## src/rtl/mr_pkg.sv

```systemverilog
// Shared types and helpers for the mr instruction-fetch front end.
package mr_pkg;

    localparam int unsigned XLEN_W    = 32;
    localparam int unsigned IMAXLEN_W = 32;

    // One buffered fetch result: the instruction word and the PC it came from.
    typedef struct packed {
        logic [IMAXLEN_W-1:0] inst;
        logic [XLEN_W-1:0]    pc;
    } mr_if_entry_t;

    function automatic logic [XLEN_W-1:0] pc_step(input logic [XLEN_W-1:0] pc);
        return pc + XLEN_W'(4);
    endfunction

endpackage

```

## src/rtl/mr_if_fifo.sv

```systemverilog
// Synchronous FIFO of fetch entries with push/pop and a flush that overrides both.
module mr_if_fifo
    import mr_pkg::*;
#(
    parameter int unsigned DEPTH = 2
) (
    input  logic                         clk,
    input  logic                         rst,
    input  logic                         push,
    input  mr_if_entry_t                 push_data,
    input  logic                         pop,
    input  logic                         flush,
    output mr_if_entry_t                 head,
    output logic [$clog2(DEPTH+1)-1:0]   count,
    output logic                         full,
    output logic                         empty
);

    localparam int unsigned AW = $clog2(DEPTH);
    localparam int unsigned CW = $clog2(DEPTH + 1);

    mr_if_entry_t   mem [DEPTH];
    logic [AW-1:0]  rptr;
    logic [AW-1:0]  wptr;
    logic           do_push;
    logic           do_pop;

    assign empty   = (count == '0);
    assign full    = (count == CW'(DEPTH));
    assign do_pop  = pop & ~empty;
    // A pop in the same cycle frees the slot, so a full FIFO can still accept.
    assign do_push = push & (~full | do_pop);
    assign head    = mem[rptr];

    always_ff @(posedge clk) begin
        if (rst || flush) begin
            rptr  <= '0;
            wptr  <= '0;
            count <= '0;
        end else begin
            if (do_push) begin
                mem[wptr] <= push_data;
                wptr      <= wptr + AW'(1);
            end
            if (do_pop) begin
                rptr <= rptr + AW'(1);
            end
            count <= count + CW'(do_push) - CW'(do_pop);
        end
    end

endmodule

```

## src/rtl/mr_if.sv

```systemverilog
// Instruction fetch stage: sequential PC generation, imem request/response and decode handshake.
// Optional misaligned-redirect fault checking is enabled by defining MR_IF_MISALIGN_CHK_EN.
module mr_if
    import mr_pkg::*;
#(
    parameter logic [XLEN_W-1:0] RESET_PC   = XLEN_W'(0),
    parameter int unsigned       FIFO_DEPTH = 2
) (
    input  logic                  clk,
    input  logic                  rst,
    output logic                  imem_req_valid,
    input  logic                  imem_req_ready,
    output logic [XLEN_W-1:0]     imem_req_addr,
    input  logic                  imem_resp_valid,
    input  logic [IMAXLEN_W-1:0]  imem_resp_data,
    output logic [IMAXLEN_W-1:0]  inst,
    output logic [XLEN_W-1:0]     inst_pc,
    output logic                  inst_valid,
    input  logic                  inst_ready,
    input  logic                  br_valid,
    input  logic [XLEN_W-1:0]     br_target,
    output logic                  fetch_fault
);

    localparam int unsigned CW = $clog2(FIFO_DEPTH + 1);

    logic [XLEN_W-1:0] pc;
    logic [XLEN_W-1:0] resp_pc;
    logic [CW-1:0]     outstanding;
    logic [CW-1:0]     discard;
    logic              started;
    logic              fault;
    logic [XLEN_W-1:0] target;

    logic [CW-1:0]     fifo_count;
    logic              fifo_full;
    logic              fifo_empty;
    logic [CW:0]       inflight;
    logic              accept;
    logic              resp_push;
    logic              inst_pop;
    mr_if_entry_t      resp_entry;
    mr_if_entry_t      head;

`ifdef MR_IF_MISALIGN_CHK_EN
    assign target = br_target;

    // Sticky until reset or a redirect to a word-aligned target.
    always_ff @(posedge clk) begin
        if (rst) begin
            fault <= 1'b0;
        end else if (br_valid) begin
            fault <= (target[1:0] != 2'b00);
        end
    end
`else
    logic [1:0] unused_target_lsbs;

    assign unused_target_lsbs = br_target[1:0];
    assign target             = {br_target[XLEN_W-1:2], 2'b00};
    assign fault              = 1'b0;
`endif

    // Slots are reserved at issue time, so every accepted request has a home for its response.
    always_comb begin
        inflight       = {1'b0, outstanding} + {1'b0, fifo_count};
        imem_req_valid = ~rst & started & ~br_valid & ~fault & (inflight < (CW+1)'(FIFO_DEPTH));
        imem_req_addr  = pc;
        accept         = imem_req_valid & imem_req_ready;
        resp_push      = imem_resp_valid & (discard == '0) & ~br_valid;
        resp_entry     = '{inst: imem_resp_data, pc: resp_pc};
        inst_valid     = ~rst & ~fifo_empty;
        inst           = head.inst;
        inst_pc        = head.pc;
        inst_pop       = inst_valid & inst_ready;
        fetch_fault    = ~rst & fault;
    end

    // A response in the redirect cycle belongs to the old stream and counts against discard.
    always_ff @(posedge clk) begin
        if (rst) begin
            pc          <= RESET_PC;
            resp_pc     <= RESET_PC;
            outstanding <= '0;
            discard     <= '0;
            started     <= 1'b0;
        end else begin
            started     <= 1'b1;
            outstanding <= outstanding + CW'(accept) - CW'(imem_resp_valid);
            if (br_valid) begin
                pc      <= target;
                resp_pc <= target;
                discard <= outstanding - CW'(imem_resp_valid);
            end else begin
                if (accept) begin
                    pc <= pc_step(pc);
                end
                if (imem_resp_valid) begin
                    if (discard != '0) begin
                        discard <= discard - CW'(1);
                    end else begin
                        resp_pc <= pc_step(resp_pc);
                    end
                end
            end
        end
    end

    mr_if_fifo #(
        .DEPTH (FIFO_DEPTH)
    ) u_fifo (
        .clk       (clk),
        .rst       (rst),
        .push      (resp_push),
        .push_data (resp_entry),
        .pop       (inst_pop),
        .flush     (br_valid),
        .head      (head),
        .count     (fifo_count),
        .full      (fifo_full),
        .empty     (fifo_empty)
    );

    a_outstanding_bound: assert property (@(posedge clk) disable iff (rst)
        outstanding <= CW'(FIFO_DEPTH));
    a_discard_bound: assert property (@(posedge clk) disable iff (rst)
        discard <= outstanding);
    a_no_push_overflow: assert property (@(posedge clk) disable iff (rst)
        !(resp_push && fifo_full && !inst_pop));

endmodule

```

## config.mk

```make
export PLATFORM = sky130hd
export DESIGN_NAME = mr_if
export DESIGN_NICKNAME = d
export VERILOG_FILES = /design/src/rtl/mr_pkg.sv /design/src/rtl/mr_if_fifo.sv /design/src/rtl/mr_if.sv
export SDC_FILE = /design/constraint.sdc
export NUM_CORES = 1
export LEC_CHECK = 0
export ABC_AREA = 1
export BUFFER_PORTS_ARGS = -buffer_cell sky130_fd_sc_hd__buf_2
export CAP_MARGIN = 20
export CORE_MARGIN = 2
export CORE_UTILIZATION = 38
export DETAILED_ROUTE_END_ITERATION = 6
export PLACE_DENSITY = 0.63
export SLEW_MARGIN = 40
export SYNTH_ARGS = -nofsm -noshare
export SYNTH_HDL_FRONTEND = slang
export SYNTH_SLANG_ARGS = --single-unit
```

## constraint.sdc

```tcl
create_clock -name clk -period 4.2 [get_ports clk]
set_clock_uncertainty 0.05 [all_clocks]
set_input_delay 0.42 -clock clk [delete_from_list [all_inputs] [get_ports clk]]
set_output_delay 0.42 -clock clk [all_outputs]
set_load 0.02 [all_outputs]
```

==> run summary, run 1 <==
CELLS AND AREA
-------------------------------------------------------------------------------------
Final cell utilization of the core .....................................        0.463
Post-route insts no fill ...............................................        1,475
ANT cells ..............................................................            0
Post-layout net count ..................................................        1,222
Proportion of layout cells with a drive suffix above 1 .................        0.243
Syn-to-layout area delta ...............................................        19.5%

HOLD PATH
-------------------------------------------------------------------------------------
Startpoint of the tightest hold check path ............................. imem_resp_data[26]
Hold Crit Class ........................................................    in -> reg

DRT
-------------------------------------------------------------------------------------
Initial DRC Count ......................................................          434
Detailed-route via count ...............................................        7,205
Residual DRC count .....................................................            0
DRT Wirelength .........................................................    22,300 um
Detail-routed via count per cell .......................................         4.88
Number of iterations in the first detailed-routing pass ................            5
Routed length per instance .............................................      15.1 um
Antenna violation net count after detailed routing .....................            0

FLOORPLAN
-------------------------------------------------------------------------------------
Initial Utilization ....................................................        0.387
Boundary pin count .....................................................          169
Die H ..................................................................       159 um
Total die area .........................................................  0.0252 mm^2
Number of rows created at floorplan ....................................           56
Core box area ..........................................................  0.0235 mm^2
Horizontal die dimension ...............................................       159 um

CLOCKING
-------------------------------------------------------------------------------------
Largest buffer count on any clock path .................................            2
Resized Gates After CTS ................................................            0
Post-CTS Setup Repair Bufs .............................................            0
Clock-pin slew of the registers on the worst-case setup and hold paths .      0.07 ns
Clk root buf ...........................................................    clkbuf_16
Clk_lat worst skew .....................................................      0.44 ns
Number of buffers created by CTS .......................................           17
Hold bufs inserted after CTS ...........................................            0
Clk sink count .........................................................          194
Number of H-tree levels ................................................            4
Clock tree from TritonCTS ..............................................          yes

TIMING
-------------------------------------------------------------------------------------
Count of final setup violators .........................................            0
Final TNS setup ........................................................         0 ns
Clock period minus worst slack .........................................      2.83 ns
Final period utilization ...............................................        0.674
Final hold violation count .............................................            0
Setup repair after global routing missed its margin ....................           no
Fmax achieved ..........................................................      353 MHz
Hold Worst Slack .......................................................     0.116 ns
Worst setup margin .....................................................      1.37 ns
Max transition margin ..................................................        0.455
Final Max Slew Viols ...................................................            0
Pin slew with the least headroom to its limit ..........................     0.816 ns

SYNTHESIS
-------------------------------------------------------------------------------------
Cell Area, Synth ....................................................... 0.00909 mm^2
Total of flip-flops plus latches after synthesis .......................          194
Average size of a mapped cell ..........................................    9.26 um^2
FFs w/ async S/R, synth ................................................            0
Most repeated cell in the gate-level netlist after synthesis ...........      nand2_1
Synth unique cells .....................................................           38
Number of enable flip-flop cells after synthesis .......................          124
Top_reg_cell synth .....................................................     edfxtp_1
Portion of synthesized cell area occupied by the leading cell type .....        0.409
Yosys warnings .........................................................            0
Commonest cells in the netlist ......................................... nand2_1, edfxtp_1, inv_1
Largest area contributor in the netlist ................................     edfxtp_1
Seq/Total Area, Yosys ..................................................        0.564
Leading post-synthesis cells by cell area .............................. edfxtp_1, dfxtp_1, nand2_1
Number of cells produced by synthesis ..................................          982

PLACED DESIGN
-------------------------------------------------------------------------------------
Number of input and output port buffers inserted .......................          161
Final RePlAce weighted congestion ......................................        0.874
Pre-CTS setup slack ....................................................      1.12 ns
Post-placement cell count ..............................................        1,443
Half-perimeter wire length after placement .............................    15,900 um

POWER
-------------------------------------------------------------------------------------
Leakage power of the design ............................................      4.30 nW
Worst-case vdd ir drop .................................................       190 uV
Power per cell area ....................................................  385 mW/mm^2

SETUP PATH
-------------------------------------------------------------------------------------
Data arrival time at the worst-slack endpoint ..........................      2.89 ns
Crit-path slowest cell .................................................        inv_2
Delay of the slowest cell on the worst path ............................      0.42 ns
Worst endpoint required time ...........................................      4.26 ns
Startpoint of the worst register-to-register path ......................   discard[0]
Critical Path Sink Type ................................................    flip-flop
Max FO, Critical Path ..................................................           23
Start point of the critical path .......................................   discard[0]
Element type at the critical path start ................................    flip-flop
WS Path Type ...........................................................   reg -> reg
Sequence of cells on the critical path ................................. inv_1 -> ha_1 -> nand2_1 -> nor2_1 -> buf_4 -> inv_1 -> a31oi_1 -> nand3_1 -> inv_2 -> buf_4

RUN STATUS
-------------------------------------------------------------------------------------
Status ................................................................. finished clean

GRT
-------------------------------------------------------------------------------------
Global-route wire length before repair .................................    34,900 um
All-layer global routing usage .........................................        0.180
Pin count of the biggest net entering global routing ...................           63
Number of antenna violations at the first check in global routing ......            0
Number of global-route vias before repair ..............................        6,756
Total grt overflow .....................................................            0

JOB
-------------------------------------------------------------------------------------
MaxCap Viol Count ......................................................            0

final cells by class:
type	instances	area [um^2]
Sequential cell	194	5130
Multi-Input combinational cell	647	3420
Clock inverter	14	183
Clock buffer	18	429
Timing Repair Buffer	169	881
Fill cell	2269	12600
Inverter	114	428
Tap cell	319	399
cells by family after synthesis:
| kind of cell | Yosys count | share of synthesized area |
|---|---|---|
| flops | 194 | 0.564 |
| compound gates | 111 | 0.0647 |
| xor+xnor | 15 | 0.0144 |
| other cells | 1 | 0.000412 |
| buf+inv | 145 | 0.0630 |
| mux | 62 | 0.0768 |
| fa+ha+maj | 9 | 0.0132 |
| simple gates | 445 | 0.204 |
metal layers:
layer  vias up  share of wire  global-route usage
met5         -              0                   0
met4         0          0.021              0.0635
met3        33          0.077              0.0397
met2       258           0.45               0.294
met1      3326           0.45               0.237
li1       3588              -                   -
cells in the final DEF, fill, tap and decap left out, types with 2 or more instances in the layout:
cell type and n:
o21ai_1 9, buf_4 8, and2_1 3, nor2_2 6
clkinv_1 2, mux2_2 62, inv_6 3, xor2_1 11
dfxtp_1 69, nor2_4 2, inv_1 108, inv_2 4
buf_2 160, nand3_1 70, inv_8 4, ha_1 8
clkbuf_16 17, conb_1 5, nor2_1 89, nand2_1 256
o21ai_0 35, xnor2_1 4, clkinv_8 4, nor3_1 5
nand3b_1 3, a31oi_1 15, edfxtp_1 124, nand2_2 2
a21oi_1 47, nand4_1 5
through the flow:
stage | total power [mW] | cell area (um^2)
floorplan | 2.43 | 9110
global placement | 2.56 | 10200
detailed placement | 2.58 | 10300
CTS | 4.22 | 10900
global route | 4.34 | 10900
finish | 4.18 | 10900
report_power, final:
group | switching [mW] | internal (mW)
registers | 0.0690 | 2.10
clock network | 0.789 | 0.860
logic | 0.240 | 0.127
path summary, 6_finish.rpt:
| check | end | slack [ns] | cells after the start |
|---|---|---|---|
| setup reg to reg | u_fifo.mem[0][21] | 1.37 | 10 |
| setup / recovery | u_fifo.mem[0][21] | 1.37 | 10 |
| hold reg to reg | u_fifo.wptr | 0.42 | 2 |
| hold / removal | u_fifo.mem[0][58] | 0.12 | 1 |
worst max-delay path: cells and delay by family, from the launching register on:
kind                     cells  cell delay [ns]
buffers and inverters        5             1.24
AND/OR/NAND/NOR              3             0.44
flip-flops                   1             0.31
AO/OA/AOI/OAI                1             0.29
adder cells (fa/ha/maj)      1             0.17
registers in the layout (all words and copies together), names as in the netlist, named ones only:
name / flops
outstanding: 2
discard: 2
u_fifo.wptr: 1
started: 1
imem_req_addr: 30
resp_pc: 30
u_fifo.mem: 124
u_fifo.rptr: 1
u_fifo.count: 2
Power figures use the tool's default switching activity.
==> run 2, diff against run 1 <==
ABC_AREA = 0   (was 1)
PLACE_DENSITY = 0.64   (was 0.63)
clock period = 2.34 ns   (was 4.2 ns; I/O delays follow)
==> run 2 against run 1 <==
  * Core utilization grew 3.3 points
  * Clock power grew 72%
  * Sequential power grew 79%
  * Clock-buffer cell count grew 3
  * Hold slack lost 0.074 ns
  * Synthesized area shrank 8.0%
  * Register-to-register slack lost 1.3 ns
  * Sequential cell count is the same
  * Largest cell class unchanged
  * Largest power group unchanged
==> run summary, run 2 <==
CELLS AND AREA
-------------------------------------------------------------------------------------
Largest reg by FF count ................................................   u_fifo.mem
Syn-to-layout area delta ...............................................        28.5%
Final cell utilization of the core .....................................        0.496
Largest register FFs ...................................................          124
Post-layout net count ..................................................          944
Most frequent standard cell in the layout excluding fill and tap cells .        buf_2
Top library cells by usage in the layout, fill and taps aside .......... buf_2, edfxtp_1, dfxtp_1
ANT cells ..............................................................            0
Proportion of layout cells with a drive suffix above 1 .................        0.375

CLOCKING
-------------------------------------------------------------------------------------
Clk_lat worst skew .....................................................      0.42 ns
Clk root buf ...........................................................    clkbuf_16
Number of buffers created by CTS .......................................           17
Clock-pin slew of the registers on the worst-case setup and hold paths .      0.07 ns
Largest buffer count on any clock path .................................            2
Clock tree from TritonCTS ..............................................          yes
Number of H-tree levels ................................................            4
Clk sink count .........................................................          194

FLOORPLAN
-------------------------------------------------------------------------------------
Die H ..................................................................       152 um
Number of rows created at floorplan ....................................           54
Boundary pin count .....................................................          169
Horizontal die dimension ...............................................       152 um
Total die area .........................................................  0.0232 mm^2
Initial Utilization ....................................................        0.386
Core box area ..........................................................  0.0217 mm^2

SETUP PATH
-------------------------------------------------------------------------------------
Worst reg2reg setup slack ..............................................      0.08 ns
Element type at the critical path start ................................    flip-flop
Max FO, Critical Path ..................................................            2
Critical Path Sink Type ................................................   output pin
Number of buffer and inverter stages on the critical path ..............            3
Startpoint of the worst register-to-register path ...................... outstanding[0]
Delay of the slowest cell on the worst path ............................      0.44 ns
Register-to-Register Path Depth ........................................           12
Reg-to-reg endpoint .................................................... outstanding[1]
Most Frequent Cell on Critical Path ....................................        buf_4
Data arrival time at the worst-slack endpoint ..........................      2.00 ns
Crit-path slowest cell .................................................         fa_2
WS Path Type ...........................................................   reg -> out
Sequence of cells on the critical path ................................. inv_2 -> nor2_4 -> fa_2 -> buf_4 -> nor4b_2 -> buf_4
Worst endpoint required time ...........................................      2.06 ns
CP top delay family ....................................................  adder cells

TIMING
-------------------------------------------------------------------------------------
Final Max Slew Viols ...................................................            0
Final period utilization ...............................................        0.976
Max transition margin ..................................................        0.651
Clock period minus worst slack .........................................      2.28 ns
Setup repair after global routing missed its margin ....................          yes
Final hold violation count .............................................            0
Pin slew with the least headroom to its limit ..........................     0.519 ns
Count of final setup violators .........................................            0
Hold Worst Slack .......................................................    0.0425 ns
Fmax achieved ..........................................................      438 MHz

SYNTHESIS
-------------------------------------------------------------------------------------
Yosys warnings .........................................................            0
Average size of a mapped cell ..........................................    12.9 um^2
Portion of synthesized cell area occupied by the leading cell type .....        0.445
Seq/Total Area, Yosys ..................................................        0.613
Cell Area, Synth ....................................................... 0.00836 mm^2
Number of cells produced by synthesis ..................................          650
Total of flip-flops plus latches after synthesis .......................          194
Synth unique cells .....................................................           60
Largest area contributor in the netlist ................................     edfxtp_1
Top_reg_cell synth .....................................................     edfxtp_1
Number of enable flip-flop cells after synthesis .......................          124
FFs w/ async S/R, synth ................................................            0
Leading post-synthesis cells by cell area .............................. edfxtp_1, dfxtp_1, mux2_2
Commonest cells in the netlist ......................................... edfxtp_1, dfxtp_1, mux2_2
Most repeated cell in the gate-level netlist after synthesis ...........     edfxtp_1

PLACED DESIGN
-------------------------------------------------------------------------------------
Number of input and output port buffers inserted .......................          161
Half-perimeter wire length after placement .............................    13,600 um
Final RePlAce weighted congestion ......................................        0.867

POWER
-------------------------------------------------------------------------------------
Share of total power in combinational logic ............................        0.102
Worst-case vdd ir drop .................................................       468 uV
Post-route total power .................................................      7.49 mW
Fraction of power spent switching nets .................................        0.237
Internal ...............................................................      5.71 mW
Power per cell area ....................................................  697 mW/mm^2
Leakage power of the design ............................................      3.96 nW
Register share of total power ..........................................        0.520
Total net switching power ..............................................      1.78 mW
Clock network fraction of total power ..................................        0.378

HOLD PATH
-------------------------------------------------------------------------------------
Startpoint of the tightest hold check path ............................. br_target[21]
Hold Crit Class ........................................................    in -> reg
Worst hold path depth ..................................................            2
Endpoint with the worst hold slack ..................................... imem_req_addr[21]

DRT
-------------------------------------------------------------------------------------
Number of iterations in the first detailed-routing pass ................            4
Detailed-route via count ...............................................        5,874
Routed length per instance .............................................      17.0 um
Antenna violation net count after detailed routing .....................            0
Initial DRC Count ......................................................          381
Residual DRC count .....................................................            0
DRT Wirelength .........................................................    19,700 um
Detail-routed via count per cell .......................................         5.07

RUN STATUS
-------------------------------------------------------------------------------------
Status ................................................................. finished clean

GRT
-------------------------------------------------------------------------------------
Total grt overflow .....................................................            0
Pin count of the biggest net entering global routing ...................           63
Number of global-route vias before repair ..............................        5,771
Number of antenna violations at the first check in global routing ......            0
All-layer global routing usage .........................................        0.169
Global-route wire length before repair .................................    31,100 um

JOB
-------------------------------------------------------------------------------------
MaxCap Viol Count ......................................................            0

run 2: stage by stage:
stage	instances	setup TNS, ns	cell area (um^2)	worst slack (ns)
after floorplan	654	-37.40	8470	-0.600
after global placement	1093	0	9780	0.0239
after detailed placement	1093	0	9780	0.0130
final	1158	0	10700	0.0562
after global routing	1158	-0.189	10700	-0.0821
after CTS	1157	0	10700	0.0140
run 2: logic make-up (layout without fill, tap and decap cells):
group,after synthesis,count (layout),synth area share
flops,194,194,0.613
compound gates,102,102,0.0805
mux,66,66,0.0886
simple gates,171,171,0.118
other cells,1,5,0.000448
xor+xnor,55,55,0.0576
buf+inv,52,276,0.0275
fa+ha+maj,9,9,0.0144
run 2: worst max path at each step:
stage,from,to,cells after the start
after floorplan,discard[1],u_fifo.mem[0][10],5
after global placement,u_fifo.count[0],outstanding[1],12
after detailed placement,u_fifo.count[0],imem_req_addr[13],9
after CTS,u_fifo.count[0],imem_req_valid,6
after global routing,outstanding[0],outstanding[1],12
final,outstanding[0],imem_req_valid,6
run 2: layer usage:
layer | track usage | vias to the layer above | wire [um]
met5 | 0 | - | 0
met2 | 0.258 | 217 | 8610
met4 | 0.0472 | 0 | 203
li1 | - | 2850 | -
met1 | 0.245 | 2791 | 9570
met3 | 0.0336 | 16 | 1300
run 2: cell type report:
type                       instances  area [um^2]
timing repair buffer             229         1470
clock buffer                      21          482
clock inverter                    11          100
sequential                       194         5130
tap                              280          350
fill                            1945        10900
inverter                          15         58.8
multi-input combinational        408         3150
run 2: power by group through the flow:
| stage | clock (mW) | sequential, mW | combinational [mW] |
|---|---|---|---|
| 2_1_floorplan | 0 | 3.98 | 0.390 |
| 3_3_place_gp | 0 | 3.96 | 0.693 |
| 3_5_place_dp | 0 | 3.97 | 0.702 |
| 4_1_cts | 2.91 | 3.89 | 0.751 |
| 5_1_grt | 3.02 | 3.91 | 0.834 |
| 6_report | 2.83 | 3.89 | 0.762 |
run 2: what timing repair did:
item                                    in CTS  in global routing
endpoints found under the setup margin       2                 14
buffers inserted                             0                  1
hold buffers                                32                  0
pin swaps                                    1                  7
hold endpoints to repair                    64                  0
resized for setup                            1                  8
